<file path="src/rtl/ff_pkg.sv">
// Shared constants for the universal flip-flop bank: mode encodings and the
// policy applied to an SR cell driven with S=R=1.
package ff_pkg;

    localparam logic [1:0] FF_MODE_D  = 2'd0;
    localparam logic [1:0] FF_MODE_T  = 2'd1;
    localparam logic [1:0] FF_MODE_SR = 2'd2;
    localparam logic [1:0] FF_MODE_JK = 2'd3;

    localparam int SR_INV_HOLD = 0;
    localparam int SR_INV_SET  = 1;
    localparam int SR_INV_CLR  = 2;
    localparam int SR_INV_TOG  = 3;

endpackage

</file>
<file path="src/rtl/universal_ff_bank_if.sv">
// Control/data bundle of the flip-flop bank. master drives inputs, slave is the bank.
interface universal_ff_bank_if #(
    parameter int WIDTH = 4
) ();
    logic [1:0]       mode;
    logic [WIDTH-1:0] en;
    logic [WIDTH-1:0] a;
    logic [WIDTH-1:0] b;
    logic             load;
    logic [WIDTH-1:0] load_val;
    logic             clr_err;
    logic [WIDTH-1:0] q;
    logic [WIDTH-1:0] qb;
    logic [WIDTH-1:0] changed;
    logic [WIDTH-1:0] sr_err_mask;
    logic             sr_err;

    modport master (
        output mode, en, a, b, load, load_val, clr_err,
        input  q, qb, changed, sr_err_mask, sr_err
    );

    modport slave (
        input  mode, en, a, b, load, load_val, clr_err,
        output q, qb, changed, sr_err_mask, sr_err
    );
endinterface

</file>
<file path="src/rtl/ff_next_cell.sv">
// Single-bit next-state logic for a D/T/SR/JK flip-flop, plus the SR
// invalid-input (S=R=1) indication. Purely combinational.
module ff_next_cell
    import ff_pkg::*;
#(
    parameter int SR_INV_POLICY = SR_INV_HOLD
) (
    input  logic [1:0] mode,
    input  logic       q,
    input  logic       a,
    input  logic       b,
    input  logic       en,
    output logic       q_next,
    output logic       sr_inv
);

    logic inv_next;
    logic s_jk;
    logic r_jk;

    // Next value chosen when SR sees S=R=1.
    always_comb begin
        case (SR_INV_POLICY)
            SR_INV_SET: inv_next = 1'b1;
            SR_INV_CLR: inv_next = 1'b0;
            SR_INV_TOG: inv_next = ~q;
            default:    inv_next = q;
        endcase
    end

    // JK expressed as SR with S=J&~q, R=K&q, so J=K=1 toggles and never collides.
    assign s_jk = a & ~q;
    assign r_jk = b & q;

    // Mode-dependent next state; a disabled bit holds and never flags.
    always_comb begin
        q_next = q;
        sr_inv = 1'b0;
        if (en) begin
            case (mode)
                FF_MODE_D: q_next = a;
                FF_MODE_T: q_next = q ^ a;
                FF_MODE_SR: begin
                    case ({a, b})
                        2'b10:   q_next = 1'b1;
                        2'b01:   q_next = 1'b0;
                        2'b11: begin
                            q_next = inv_next;
                            sr_inv = 1'b1;
                        end
                        default: q_next = q;
                    endcase
                end
                default:   q_next = s_jk | (q & ~r_jk);
            endcase
        end
    end

endmodule

</file>
<file path="src/rtl/universal_ff_bank.sv">
// WIDTH-bit bank of run-time selectable flip-flops with parallel load,
// per-bit enable, one-cycle change pulses and sticky SR-collision flags.
module universal_ff_bank
    import ff_pkg::*;
#(
    parameter int               WIDTH         = 4,
    parameter logic [WIDTH-1:0] RESET_VAL     = '0,
    parameter int               SR_INV_POLICY = SR_INV_HOLD
) (
    input  logic                 clk,
    input  logic                 rst,
    universal_ff_bank_if.slave   bus
);

    logic [WIDTH-1:0] q_q,   q_d;
    logic [WIDTH-1:0] chg_q, chg_d;
    logic [WIDTH-1:0] err_q, err_d;
    logic [WIDTH-1:0] q_nxt;
    logic [WIDTH-1:0] sr_inv;

    for (genvar i = 0; i < WIDTH; i++) begin : g_cell
        ff_next_cell #(
            .SR_INV_POLICY (SR_INV_POLICY)
        ) u_cell (
            .mode   (bus.mode),
            .q      (q_q[i]),
            .a      (bus.a[i]),
            .b      (bus.b[i]),
            .en     (bus.en[i]),
            .q_next (q_nxt[i]),
            .sr_inv (sr_inv[i])
        );
    end

    // Load overrides the per-bit update; collisions are ignored on load edges,
    // and a fresh collision beats a simultaneous clear.
    always_comb begin
        q_d   = bus.load ? bus.load_val : q_nxt;
        chg_d = q_d ^ q_q;
        err_d = (bus.clr_err ? '0 : err_q) | (bus.load ? '0 : sr_inv);
    end

    // State, change pulses and error mask, with synchronous reset.
    always_ff @(posedge clk) begin
        if (rst) begin
            q_q   <= RESET_VAL;
            chg_q <= '0;
            err_q <= '0;
        end else begin
            q_q   <= q_d;
            chg_q <= chg_d;
            err_q <= err_d;
        end
    end

    assign bus.q           = q_q;
    assign bus.qb          = ~q_q;
    assign bus.changed     = chg_q;
    assign bus.sr_err_mask = err_q;
    assign bus.sr_err      = |err_q;

endmodule
</file>
<file path="src/flat_wrapper.sv">
// flat-port wrapper written by rule: the top's interface ports become plain ports
module universal_ff_bank_flat import ff_pkg::*;
#(
    parameter int               WIDTH         = 4,
    parameter logic [WIDTH-1:0] RESET_VAL     = '0,
    parameter int               SR_INV_POLICY = SR_INV_HOLD
)
  (clk, rst, bus_mode, bus_en, bus_a, bus_b, bus_load, bus_load_val, bus_clr_err, bus_q, bus_qb, bus_changed, bus_sr_err_mask, bus_sr_err);
  universal_ff_bank_if #(.WIDTH(WIDTH)) bus_i ();
  input  logic clk;
  input  logic rst;
  input wire logic [$bits(bus_i.mode)-1:0] bus_mode;
  input wire logic [$bits(bus_i.en)-1:0] bus_en;
  input wire logic [$bits(bus_i.a)-1:0] bus_a;
  input wire logic [$bits(bus_i.b)-1:0] bus_b;
  input wire logic [$bits(bus_i.load)-1:0] bus_load;
  input wire logic [$bits(bus_i.load_val)-1:0] bus_load_val;
  input wire logic [$bits(bus_i.clr_err)-1:0] bus_clr_err;
  output wire logic [$bits(bus_i.q)-1:0] bus_q;
  output wire logic [$bits(bus_i.qb)-1:0] bus_qb;
  output wire logic [$bits(bus_i.changed)-1:0] bus_changed;
  output wire logic [$bits(bus_i.sr_err_mask)-1:0] bus_sr_err_mask;
  output wire logic [$bits(bus_i.sr_err)-1:0] bus_sr_err;
  assign bus_i.mode = bus_mode;
  assign bus_i.en = bus_en;
  assign bus_i.a = bus_a;
  assign bus_i.b = bus_b;
  assign bus_i.load = bus_load;
  assign bus_i.load_val = bus_load_val;
  assign bus_i.clr_err = bus_clr_err;
  assign bus_q = bus_i.q;
  assign bus_qb = bus_i.qb;
  assign bus_changed = bus_i.changed;
  assign bus_sr_err_mask = bus_i.sr_err_mask;
  assign bus_sr_err = bus_i.sr_err;
  universal_ff_bank #(.WIDTH(WIDTH), .RESET_VAL(RESET_VAL), .SR_INV_POLICY(SR_INV_POLICY)) u_core (.clk(clk), .rst(rst), .bus(bus_i));
endmodule
</file>
<file path="config.mk">
export PLATFORM = sky130hd
export DESIGN_NAME = universal_ff_bank_flat
export DESIGN_NICKNAME = d
export VERILOG_FILES = /design/src/rtl/ff_pkg.sv /design/src/rtl/universal_ff_bank_if.sv /design/src/rtl/ff_next_cell.sv /design/src/rtl/universal_ff_bank.sv /design/src/flat_wrapper.sv
export SDC_FILE = /design/constraint.sdc
export NUM_CORES = 1
export LEC_CHECK = 0
export BUFFER_PORTS_ARGS = -buffer_cell sky130_fd_sc_hd__buf_4
export CORE_ASPECT_RATIO = 0.8
export CORE_MARGIN = 8
export CORE_UTILIZATION = 52
export DETAILED_ROUTE_END_ITERATION = 16
export PLACE_DENSITY = 0.9
export SYNTH_ARGS = -nofsm -noshare
export SYNTH_HDL_FRONTEND = slang
export SYNTH_SLANG_ARGS = --single-unit
</file>
<file path="constraint.sdc">
create_clock -name clk -period 4.13 [get_ports clk]
set_clock_uncertainty 0.1 [all_clocks]
set_input_delay 0.826 -clock clk [delete_from_list [all_inputs] [get_ports clk]]
set_output_delay 0.826 -clock clk [all_outputs]
set_load 0.01 [all_outputs]
</file>
==> results.sh <==
export IMPL_cts_clk_slew_worst_paths_ps=80
export IMPL_final_cells=177
export IMPL_maxCapViolCount=0
export IMPL_syn_to_final_growth_pct=27.54
export IMPL_ys_flop_type="dfxtp_1"
export IMPL_async_flop_share_pct=0
export IMPL_antenna_found_initial=0
export IMPL_wl_met1_mm=1.237
export IMPL_grt_pass1_vias=1021
export IMPL_grt_ovfl_total=0
export IMPL_slew_violations=0
export IMPL_core_sq_um=1874
export IMPL_num_vias=1039
export IMPL_syn_area_sq_um=1022
export IMPL_ys_types=40
export IMPL_clockBufferDepth=2
export IMPL_synth_nets=152
export IMPL_min_period_ps=2218
export IMPL_power_total_mw=0.3152
export IMPL_synth_seq_cells=12
export IMPL_rr_endpoint="u_core.bus.changed[2]$_SDFF_PP0_"
export IMPL_clock_latency_ps=270
export IMPL_ys_warn_count=0
export IMPL_rsz0062_at_grt="false"
export IMPL_wire_per_inst_microns=16.20
export IMPL_die_area_sq_um=3649
export IMPL_place_gp_congestion=0.8541
export IMPL_ir_drop_uv=167.6
export IMPL_portBuffers=38
export IMPL_period_share_pct=53.70
export IMPL_hold_class="flip-flop to flip-flop"
export IMPL_synth_avg_cell_area_sq_um=8.379
export IMPL_postCtsResizedCells=0
export IMPL_grt_use_total_pct=15.34
export IMPL_drt_initial_drc_count=60
export IMPL_wl_mm=2.867
export IMPL_cp_startpoint="u_core.bus.sr_err_mask[2]$_SDFF_PP0_"
export IMPL_wl_met2_mm=1.401
export IMPL_htree_levels=1
export IMPL_fin_setup_tns_ps=0
export IMPL_syn_instance_count=122
export IMPL_ant_nets=0
export IMPL_crit_type="flip-flop to primary output"
export IMPL_hold_viol=0
export IMPL_rows=14
export IMPL_rrSetupSlack_ps=2340
export IMPL_multi_input_area_sq_um=680.7
export IMPL_regArea_sq_um=240.2
export IMPL_num_io_pins=39
export IMPL_highest_layer="met4"
export IMPL_grt_max_degree=19
export IMPL_synth_edf_count=0
export IMPL_cp_arrival_ps=1290
export IMPL_drive_gt1_share_pct=30.07
export IMPL_cp_max_fo=3
export IMPL_post_cts_buffers=0
export IMPL_dp_hpwl_mm=2.203
export IMPL_nNetsFinal=185
export IMPL_root_buffer="clkbuf_4"
export IMPL_drc_errors=0
export IMPL_die_w_microns=65.57
export IMPL_dr_wl_met3_microns=188
export IMPL_vias_per_cell=5.870
export IMPL_relSlewSlack_pct=66.14
export IMPL_worstMarginPinSlew_ps=506.1
export IMPL_die_h_microns=55.66
export IMPL_start_kind="flip-flop"
export IMPL_tritoncts="built"
export IMPL_netlist_area_leader_share_pct=23.50
export IMPL_cp_end_kind="primary output"
export IMPL_cts_inserted_buffers=3
export IMPL_yosysSeqAreaShare_pct=23.50
export IMPL_start_util_pct=54.54
export IMPL_clkSinkCount=12
export IMPL_setup_viol=0
export IMPL_synth_top_area_cell="dfxtp_1"
export IMPL_total_leakage_power_nw=0.6262
export IMPL_synth_area_leaders="dfxtp_1 (24%), ha_1 (9.8%), mux2i_1 (7.8%)"
export IMPL_fmax_mhz=450.9
export IMPL_diodes=0
export IMPL_fin_util_pct=69.56
export IMPL_dp_cells=174
export IMPL_power_density_nw_per_um2=241.8
export IMPL_drt_pass1_iter_count=4
export IMPL_grt_pass1_wl_mm=4.595
export IMPL_reg2reg_depth=4
export IMPL_endpoint="bus_sr_err"
export IMPL_r2r_start="u_core.bus.q[2]$_SDFF_PP0_"
export IMPL_holdBufCountCts=0
export IMPL_status="complete, no violations"
export IMPL_required_ps=3200
export IMPL_fillers=145
==> where the power goes <==
group	internal, mW	switching [mW]	leakage, nW	total [mW]
logic	0.0577	0.0530	0.514	0.111
registers	0.123	0.00796	0.0986	0.131
clock network	0.0337	0.0402	0.0138	0.0740
total	0.214	0.101	0.626	0.315
==> sequential cells by signal (all words and copies together) (netlist names) <==
signal	cells
u_core.bus.changed	4
u_core.bus.q	4
u_core.bus.sr_err_mask	4
==> routing by layer <==
metal / up-vias / GRT usage (%)
li1: 510 / -
met1: 485 / 18.21
met2: 38 / 24.96
met3: 6 / 3.421
met4: 0 / 7.764
met5: - / 0
==> cell type report <==
class / count / area share (%)
timing repair buffer: 38 / 21.88
sequential: 12 / 18.43
inverter: 12 / 3.455
clock buffer: 3 / 1.727
multi-input combinational: 88 / 52.21
tap: 24 / 2.303
==> synthesized netlist by cell type, drive strengths merged, types with 2 or more instances <==
library cell and instances:
a221oi 2, a32oi 4, a41o 2, buf 7, clkbuf 3, dfxtp 12
ha 8, inv 12, mux2 3, mux2i 8, nand2 10, nand2b 2
nand3 2, nand3b 2, nor2 11, nor2b 2, nor3b 2, o21ai 3
o22ai 3, o311ai 2, xnor2 4
==> critical path, cell delays in order, from the launching register on <==
cell and delay [ps]:
dfxtp_1 330, or4_1 530, buf_4 160
==> worst min path at each step <==
stage / startpoint / to / slack, ps / cells after the start
global placement: u_core.bus.sr_err_mask[2]$_SDFF_PP0_ / u_core.bus.sr_err_mask[2]$_SDFF_PP0_ / 400 / 2
global route: u_core.bus.sr_err_mask[2]$_SDFF_PP0_ / u_core.bus.sr_err_mask[2]$_SDFF_PP0_ / 450 / 2
floorplan: u_core.bus.sr_err_mask[3]$_SDFF_PP0_ / u_core.bus.sr_err_mask[3]$_SDFF_PP0_ / 430 / 2
finish: u_core.bus.sr_err_mask[2]$_SDFF_PP0_ / u_core.bus.sr_err_mask[2]$_SDFF_PP0_ / 430 / 2
detailed placement: u_core.bus.sr_err_mask[2]$_SDFF_PP0_ / u_core.bus.sr_err_mask[2]$_SDFF_PP0_ / 400 / 2
CTS: u_core.bus.sr_err_mask[2]$_SDFF_PP0_ / u_core.bus.sr_err_mask[2]$_SDFF_PP0_ / 430 / 2
==> metrics by stage <==
stage               hold slack (ps)  setup slack (ps)  instance area [sq um]
global placement              404.1              1713                   1281
detailed placement            403.2              1683                   1281
CTS                           425.3              1909                   1304
global route                  450.4              1876                   1304
floorplan                     426.1              1849                   1022
finish                        426.6              1912                   1304
==> cell families (layout without fill, tap and decap cells) <==
logic type | after synthesis | after routing | share of synthesized area, %
AND/OR/NAND/NOR | 36 | 36 | 17.99
AO/OA/AOI/OAI | 28 | 28 | 22.03
buffers and inverters | 22 | 53 | 9.914
multiplexers | 12 | 12 | 13.34
flip-flops | 12 | 12 | 23.50
adder cells (fa/ha/maj) | 8 | 8 | 9.792
XOR/XNOR | 4 | 4 | 3.427
==> cell usage in the layout, fill, tap and decap left out, types with 2 or more instances in the layout <==
| master | n |
|---|---|
| buf_4 | 38 |
| inv_1 | 12 |
| dfxtp_1 | 12 |
| nor2_1 | 11 |
| nand2_1 | 10 |
| mux2i_1 | 8 |
| ha_1 | 8 |
| xnor2_1 | 4 |
| a32oi_1 | 4 |
| o22ai_1 | 3 |
| mux2_2 | 3 |
| o21ai_0 | 3 |
| clkbuf_4 | 3 |
| nand2b_1 | 2 |
| nor3b_1 | 2 |
| a221oi_1 | 2 |
| nand3_1 | 2 |
| nor2b_1 | 2 |
| a41o_1 | 2 |
| o311ai_0 | 2 |
| nand3b_1 | 2 |
Note: power is estimated with default switching activity, not from simulation.
